File: src/rtl/morse_pkg.sv
// Shared constants and state type for the Morse serializer.
package morse_pkg;
  localparam int MORSE_W        = 22;
  localparam int CHAR_GAP_UNITS = 3;
  localparam int WORD_GAP_UNITS = 7;

  typedef enum logic [1:0] {
    IDLE = 2'd0,
    SEND = 2'd1,
    GAP  = 2'd2
  } morse_st_t;
endpackage

File: src/rtl/morse_serializer_if.sv
// Valid/ready pattern handshake between the translator and the serializer.
interface morse_serializer_if;
  logic                         sym_valid;
  logic                         sym_ready;
  logic [morse_pkg::MORSE_W-1:0] sym_data;

  modport master (output sym_valid, output sym_data, input sym_ready);
  modport slave  (input sym_valid, input sym_data, output sym_ready);
endinterface

File: src/rtl/morse_unit_tick.sv
// Unit prescaler: counts 0..UNIT_CYCLES-1 while run is high, tick on the last cycle.
module morse_unit_tick #(
  parameter int UNIT_CYCLES = 12_000_000
) (
  input  logic clk,
  input  logic rst_n,
  input  logic run,
  output logic tick
);
  localparam int CW = $clog2(UNIT_CYCLES);
  localparam logic [CW-1:0] LAST = CW'(UNIT_CYCLES - 1);

  logic [CW-1:0] cnt_reg;

  always_ff @(posedge clk or negedge rst_n) begin
    if (!rst_n)              cnt_reg <= '0;
    else if (!run)           cnt_reg <= '0;
    else if (cnt_reg == LAST) cnt_reg <= '0;
    else                     cnt_reg <= cnt_reg + 1'b1;
  end

  assign tick = run && (cnt_reg == LAST);
endmodule

File: src/rtl/morse_serializer.sv
// Plays a 22-bit Morse pattern LSB-first on the keyed tone line, then the gap.
// Optional buzzer square-wave output: define MORSE_SERIALIZER_BUZZER_EN.
module morse_serializer
  import morse_pkg::*;
#(
  parameter int UNIT_CYCLES = 12_000_000,
  parameter int BUZZ_HALF   = 12_500
) (
  input  logic                     clk,
  input  logic                     rst_n,
  morse_serializer_if.slave        sym,
  output logic                     tone,
  output logic                     busy
`ifdef MORSE_SERIALIZER_BUZZER_EN
  ,
  output logic                     buzz
`endif
);
  morse_st_t            state_reg, state_next;
  logic [MORSE_W-1:0]   sreg_reg, sreg_next;
  logic [2:0]           gcnt_reg, gcnt_next;
  logic                 tone_reg, tone_next;
  logic                 busy_reg, ready_reg;
  logic                 tick;

  morse_unit_tick #(.UNIT_CYCLES(UNIT_CYCLES)) u_tick (
    .clk  (clk),
    .rst_n(rst_n),
    .run  (state_reg != IDLE),
    .tick (tick)
  );

  always_comb begin
    state_next = state_reg;
    sreg_next  = sreg_reg;
    gcnt_next  = gcnt_reg;
    case (state_reg)
      IDLE: begin
        if (sym.sym_valid) begin
          if (sym.sym_data != '0) begin
            sreg_next  = sym.sym_data;
            state_next = SEND;
          end else begin
            gcnt_next  = 3'(WORD_GAP_UNITS);
            state_next = GAP;
          end
        end
      end
      SEND: begin
        if (tick) begin
          sreg_next = sreg_reg >> 1;
          if ((sreg_reg >> 1) == '0) begin
            gcnt_next  = 3'(CHAR_GAP_UNITS);
            state_next = GAP;
          end
        end
      end
      GAP: begin
        if (tick) begin
          if (gcnt_reg == 3'd1) state_next = IDLE;
          else                  gcnt_next  = gcnt_reg - 3'd1;
        end
      end
      default: state_next = IDLE;
    endcase
    // tone is registered from the next state so it is valid from the accepting edge
    tone_next = (state_next == SEND) && sreg_next[0];
  end

  always_ff @(posedge clk or negedge rst_n) begin
    if (!rst_n) begin
      state_reg <= IDLE;
      sreg_reg  <= '0;
      gcnt_reg  <= '0;
      tone_reg  <= 1'b0;
      busy_reg  <= 1'b0;
      ready_reg <= 1'b1;
    end else begin
      state_reg <= state_next;
      sreg_reg  <= sreg_next;
      gcnt_reg  <= gcnt_next;
      tone_reg  <= tone_next;
      busy_reg  <= (state_next != IDLE);
      ready_reg <= (state_next == IDLE);
    end
  end

  assign tone          = tone_reg;
  assign busy          = busy_reg;
  assign sym.sym_ready = ready_reg;

`ifdef MORSE_SERIALIZER_BUZZER_EN
  localparam int BW = (BUZZ_HALF > 1) ? $clog2(BUZZ_HALF) : 1;
  localparam logic [BW-1:0] BLAST = BW'(BUZZ_HALF - 1);

  logic [BW-1:0] bcnt_reg;
  logic          buzz_reg;

  // Counting starts once tone is high, so the first toggle lands BUZZ_HALF cycles after the rise.
  always_ff @(posedge clk or negedge rst_n) begin
    if (!rst_n) begin
      bcnt_reg <= '0;
      buzz_reg <= 1'b0;
    end else if (!tone_next) begin
      bcnt_reg <= '0;
      buzz_reg <= 1'b0;
    end else if (tone_reg) begin
      if (bcnt_reg == BLAST) begin
        bcnt_reg <= '0;
        buzz_reg <= ~buzz_reg;
      end else begin
        bcnt_reg <= bcnt_reg + 1'b1;
      end
    end
  end

  assign buzz = buzz_reg;
`endif
endmodule
File: src/flat_wrapper.sv
// flat-port wrapper written by rule: the top's interface ports become plain ports
module morse_serializer_flat import morse_pkg::*;
#(
  parameter int UNIT_CYCLES = 12_000_000,
  parameter int BUZZ_HALF   = 12_500
)
  (clk, rst_n, tone, busy, sym_sym_valid, sym_sym_data, sym_sym_ready);
  morse_serializer_if sym_i ();
  input  logic clk;
  input  logic rst_n;
  output logic tone;
  output logic busy;
  input wire logic [$bits(sym_i.sym_valid)-1:0] sym_sym_valid;
  input wire logic [$bits(sym_i.sym_data)-1:0] sym_sym_data;
  output wire logic [$bits(sym_i.sym_ready)-1:0] sym_sym_ready;
  assign sym_i.sym_valid = sym_sym_valid;
  assign sym_i.sym_data = sym_sym_data;
  assign sym_sym_ready = sym_i.sym_ready;
  morse_serializer #(.UNIT_CYCLES(UNIT_CYCLES), .BUZZ_HALF(BUZZ_HALF)) u_core (.clk(clk), .rst_n(rst_n), .sym(sym_i), .tone(tone), .busy(busy));
endmodule
File: config.mk
export PLATFORM = sky130hd
export DESIGN_NAME = morse_serializer_flat
export DESIGN_NICKNAME = d
export VERILOG_FILES = /design/src/rtl/morse_pkg.sv /design/src/rtl/morse_serializer_if.sv /design/src/rtl/morse_unit_tick.sv /design/src/rtl/morse_serializer.sv /design/src/flat_wrapper.sv
export SDC_FILE = /design/constraint.sdc
export NUM_CORES = 1
export LEC_CHECK = 0
export CAP_MARGIN = 20
export CORE_MARGIN = 2
export CORE_UTILIZATION = 40
export DETAILED_ROUTE_END_ITERATION = 10
export PLACE_DENSITY = 0.67
export SLEW_MARGIN = 20
export SYNTH_ARGS = -nofsm -noshare
export SYNTH_HDL_FRONTEND = slang
export SYNTH_HIERARCHICAL = 1
export SYNTH_SLANG_ARGS = --single-unit
File: constraint.sdc
create_clock -name clk -period 3 [get_ports clk]
set_input_delay 0.9 -clock clk [delete_from_list [all_inputs] [get_ports clk]]
set_output_delay 0.9 -clock clk [all_outputs]
set_load 0.05 [all_outputs]
======== After elaboration in Yosys (flattened, before gate mapping) ========
Cells that the tools add are included.
Widths: inputs -> output; s select.
operators by class
  add/subtract/negate cells ............... 2
  equality and inequality tests ........... 12
  mux-type cells .......................... 20
  reduce and logical (&&, ||, !) cells .... 12
operator list
  cell                   number
  $mux 22                3
  $mux 24                2
  $pmux 22 s2            1
  $add 24x1->24 const B  1
  $eq 24x24->1 const B   1
  $logic_not 22->1       1
  $reduce_bool 22->1     1
  $mux 3                 6
  $mux 2                 6
  $pmux 3 s3             1
  $ne 2x1->1 const B     4
  $reduce_and 7->1       1
  $ne 2x2->1 const B     3
  $pmux 2 s3             1
  $reduce_bool 2->1      3
  $eq 2x1->1 const B     2
  $logic_not 2->1        2
  $reduce_and 4->1       1
  $eq 3x1->1 const B     1
  $reduce_bool 3->1      1
  $sub 3x1->3 const B    1
  $eq 2x2->1 const B     1
  $logic_and 1x1->1      2
word-level totals
  flip-flop bits (word level) ............. 54
  bits of input ports ..................... 25
  output and inout port bits .............. 3
  word-level logic and storage cells ...... 54

======== Logic depth before layout (Yosys ltp) ========
  word-level depth ........................ 6
  depth in mapped cells ................... 11
  mapped depth without buffers ............ 9

======== Hierarchy ========
The synthesis kept the hierarchy.
by module, submodules not included
  module            instances  cells an instance  area each (um2)  sequential area each (um2)
  morse_serializer  1          179                1637.8           752.0
  morse_unit_tick   1          138                1302.5           600.6

======== Worst setup path after synthesis ========
Ideal clock, no wire load.
  path type ............................... register -> register
  start ................................... reg u_core.u_tick.cnt_reg[10]
  end ..................................... reg u_core.gcnt_reg[0]
  library setup time ...................... 0.128 ns
  arrival ................................. 2.720 ns
  required time ........................... 2.872 ns
  path slack .............................. 0.152 ns
  cell stages (with the launch flop) ...... 9
  buffers on the path ..................... 0
  clock period less this slack ............ 2.848 ns
  cells stage by stage .................... dfrtp_1 > or4_4 > nor4_4 > and3_2 > inv_1 > o31ai_1 > nand3_1 > nor3b_2 > mux2_1
on the way
  word-level cells in the longest chain between the ends .. 4
  elaborated cells between the ends (all ways) .. 5
  those cells by class .................... eq/ne: 3; reduce/logical: 2
ends and longest elaborated chain
  element                       line                    source
  start: declaration            morse_unit_tick.sv:13   logic [CW-1:0] cnt_reg;
  start signal: assignment      morse_unit_tick.sv:19   else cnt_reg <= cnt_reg + 1'b1;
  $eq 24x24->1 *                morse_unit_tick.sv:22   assign tick = run && (cnt_reg == LAST);
  $logic_and 1x1->1 *           morse_unit_tick.sv:22
  net u_core.tick               morse_serializer.sv:24  logic tick;
  $ne 2x1->1 (no line)          -
  $reduce_and 7->1 (no line) *  -
  end signal: assignment        morse_serializer.sv:81  gcnt_reg <= gcnt_next;
  end: declaration              morse_serializer.sv:21  logic [2:0] gcnt_reg, gcnt_next;
The timed path passes the listed nets; every way through them passes the cells marked *.
A chain may end at the register's enable or synchronous reset.

======== Final worst setup path ========
  start ................................... reg u_core.u_tick.cnt_reg[14]
  end ..................................... reg u_core.gcnt_reg[1]
Same word-level chain as after synthesis.

==> results by group <==
Status
  • Status: completed

Layout
  • Commonest non-fill, non-tap cell in the layout: dfrtp_1
  • Fraction of final layout cells sized beyond drive strength 1: 10.00%
  • Fillers: 678
  • Synth-to-Final Area Change: 18.47%
  • Net total in the final layout: roughly 380
  • Largest register FFs: 24
  • Leading cell types in the layout, fill and taps excluded: dfrtp_1 (53), nand2_1 (33), o21ai_0 (30)
  • Antenna fix cells: 0

Worst setup path
  • Cells traversed along the worst timing path: or4b_1, nor4_4, and3_2, inv_1, o31ai_2, nand3_2, nor3b_2, mux2_1
  • Required time of the worst setup path: 3.19 ns
  • Startpoint of the worst register-to-register path: u_core/u_tick/cnt_reg[14]
  • Setup crit end kind: flip-flop
  • Endpoint arrival time on the critical path: slightly above 3 ns
  • Critical-path top delay cell: or4b_1
  • Worst reg2reg endpoint: u_core/gcnt_reg[1]
  • Critical setup path kind: reg -> reg
  • Worst reg-to-reg setup slack: approximately 0.15 ns
  • Crit Path Max Fanout: 4
  • Biggest cell delay along the critical path: around 0.6 ns
  • Kind of start point of the critical path: flip-flop
  • Cells on worst reg2reg path: 8

Placement
  • HPWL Detailed: about 4.8 mm
  • Port Buffer Count: 27
  • Routability congestion estimate from global placement: 0.8777

Flow run
  • Max capacitance violation total: 0

Route
  • Met3 routed wirelength: between 200 and 300 µm
  • Sum of routed wire length over all layers: 6.666 mm
  • Total vias in the final route: 2,474
  • Met2 wire length: ~3.1 mm
  • Detailed-route wire length on metal 1: roughly 3.2 mm
  • Remaining antenna violation count: 0
  • Post-detailed-route via-to-cell ratio: 5.510
  • DR top layer: met4
  • Initial DRC Count: 194
  • Post-route DRC violation count: 0
  • Count of TritonRoute iterations in the first routing pass: 4
  • Per-cell routed wire length: between 10 and 15 µm

Logic synthesis
  • Mean instance size in the synthesized netlist: just over 9 µm²
  • Combined area of all synthesized cells: slightly below 0.003 mm²
  • Count of synthesis-stage warnings from yosys: 6
  • Cell taking the most area after synthesis: dfrtp_1
  • Count of cell types in the netlist: a little over 50
  • Synthesized instance count: ~320
  • Share of synthesized area occupied by flip-flops and latches: 46.00%
  • Most common flop cell mapped by yosys: dfrtp_1
  • Proportion of netlist area held by the largest area contributor: between 40 and 50%
  • Top area cells in the synthesized netlist: dfrtp_1 (45%), a22oi_1 (5.4%), o21ai_0 (5.1%), nand2_1 (4.2%), nor2_1 (3.3%)
  • Register bit count reported by yosys: 54
  • Proportion of synthesized flip-flops having asynchronous set or reset: 100.0%
  • Net count after synthesis: approximately 350
  • Number of flops mapped to enable cells by yosys: 0

Clock network
  • Register clock-pin slew on the reported worst setup and hold paths: approximately 0.11 ns
  • Root buffer selected by CTS: clkbuf_8
  • Post-CTS setup buffer count: 0
  • Clock buffer depth: 2
  • Worst-Skew Late Latency: 0.31 ns
  • Total clock sinks: 54
  • Htree depth: 2
  • Number of buffers inserted during clock tree synthesis: 5
  • Clock tree from TritonCTS: built

STA
  • Setup TNS after final layout: 0 ns
  • Min Clock Period, post-route: between 2 and 3 ns
  • Tightest slew margin relative to the limit: roughly 56%
  • Final hold vios: 0
  • Final worst path period share: 95.17%
  • Worst Hold Margin: roughly 0.5 ns
  • Clock skew: ~0.016 ns
  • # setup viols final: 0
  • Final count of pins violating max slew: 0
  • Fmax: 350.3 MHz
  • Slew @ Worst Pin: approximately 0.65 ns

Die
  • Num rows: 31
  • Die span in x: ~90 µm
  • Initial standard-cell utilization of the core: between 40% and 50%
  • Area of the core region: a little over 0.007 mm²
  • Die Area: between 0.008 and 0.009 mm²
  • Number of top-level pins: 28
  • Die Height: about 90 µm

Global route
  • Largest net degree at the start of global routing: 55
  • Via count of the first global-routing pass: about 2,400
  • GR Util All Layers: 16.64%
  • Grt ovf: 0
  • Global-route wire length before repair: between 10 and 15 mm
  • Antenna violations before repair: 0

Power and ir drop
  • Worst-case vdd ir drop: ~0.00016 V
  • Areal power density over the cells: between 300 and 400 mW/mm²
  • Leakage power: 1.439 nW

Min path
  • Hold Crit Class: reg -> reg
  • Hold depth: 1
  • Hold_sp: u_core/gcnt_reg[1]
  • Endpoint of the worst hold-timing path: u_core/gcnt_reg[1]
-- critical path, delay by kind of cell (launching register included) --
| family | cells | cell delay [ns] |
|---|---|---|
| AND/OR/NAND/NOR | 5 | 1.56 |
| flip-flops | 1 | 0.42 |
| multiplexers | 1 | 0.35 |
| AO/OA/AOI/OAI | 1 | 0.30 |
| buffers and inverters | 1 | 0.10 |
-- synth_stat cells, types with 3 or more instances --
cell type  instances
ha_1               7
nand2_1           33
and3_1             4
nor3_1             4
o21ai_0           30
or4_1              4
and4_1             3
a21oi_1           11
nand3_1           15
dfrtp_1           53
inv_1             10
xnor2_1            5
clkbuf_1          11
nor2_1            26
a22oi_1           21
nor4_1             9
nor2b_1            4
xor2_1             8
nand4_1           10
and2_1             5
-- layout make-up --
class	instances	area, µm²	area share, %
tap	99	123.9	3.556
sequential	54	1353	38.83
clock buffer	5	68.82	1.976
clock inverter	3	18.77	0.5388
multi-input combinational	239	1501	43.10
inverter	10	37.54	1.078
timing repair buffer	39	380.4	10.92
-- through the flow --
stage               cells  util [%]  setup slack [ns]  total power [W]  instance area, µm²
floorplan             317         -            0.1525        0.0007445                2940
global placement      441     47.18           0.09439        0.0008005                3386
detailed placement    441     47.18            0.1050        0.0008005                3386
CTS                   449     48.40            0.1054         0.001218                3473
global route          449     48.54         -0.008546         0.001241                3483
finish                449     48.54            0.1450         0.001196                3483
-- worst max path at each step --
stage                                          from                  to  slack, ns  depth (start not counted)
after global placement              sym_sym_data[7]  u_core/gcnt_reg[1]       0.09                          7
after CTS                 u_core/u_tick/cnt_reg[14]  u_core/gcnt_reg[1]       0.11                          8
after global routing      u_core/u_tick/cnt_reg[14]  u_core/gcnt_reg[1]     -0.009                          8
final                     u_core/u_tick/cnt_reg[14]  u_core/gcnt_reg[1]       0.15                          8
after floorplan           u_core/u_tick/cnt_reg[10]  u_core/gcnt_reg[0]       0.15                          8
after detailed placement            sym_sym_data[2]  u_core/gcnt_reg[1]       0.11                          6
-- cells by family (layout without fill, tap and decap cells) --
group                    count (synthesis)  count (layout)  share of synthesized area [%]
AND/OR/NAND/NOR                        133             133                          24.47
AO/OA/AOI/OAI                           82              82                          17.83
flip-flops                              54              54                          46.00
buffers and inverters                   24              57                          3.404
XOR/XNOR                                13              13                          3.872
adder cells (fa/ha/maj)                  7               7                          2.979
multiplexers                             4               4                          1.447
-- power by group --
part | switching [W] | internal [W] | total, W
sequential | 0 | 0.000727 | 0.000727
combinational | 0.0000263 | 0.0000315 | 0.0000578
clock | 0.000246 | 0.000165 | 0.000411
total | 0.000272 | 0.000924 | 0.00120
-- what timing repair did --
action / in CTS / in global routing
resized for setup: 0 / 2
hold buffers: 0 / 0
endpoints found under the setup margin: 0 / 2
-- metal layers --
| layer | vias up | global-route usage, % |
|---|---|---|
| met3 | 5 | 2.682 |
| met1 | 1177 | 23.37 |
| met5 | - | 0 |
| met2 | 64 | 27.21 |
| li1 | 1228 | - |
| met4 | 0 | 3.974 |
No activity file was read; power rests on OpenSTA's default activity.
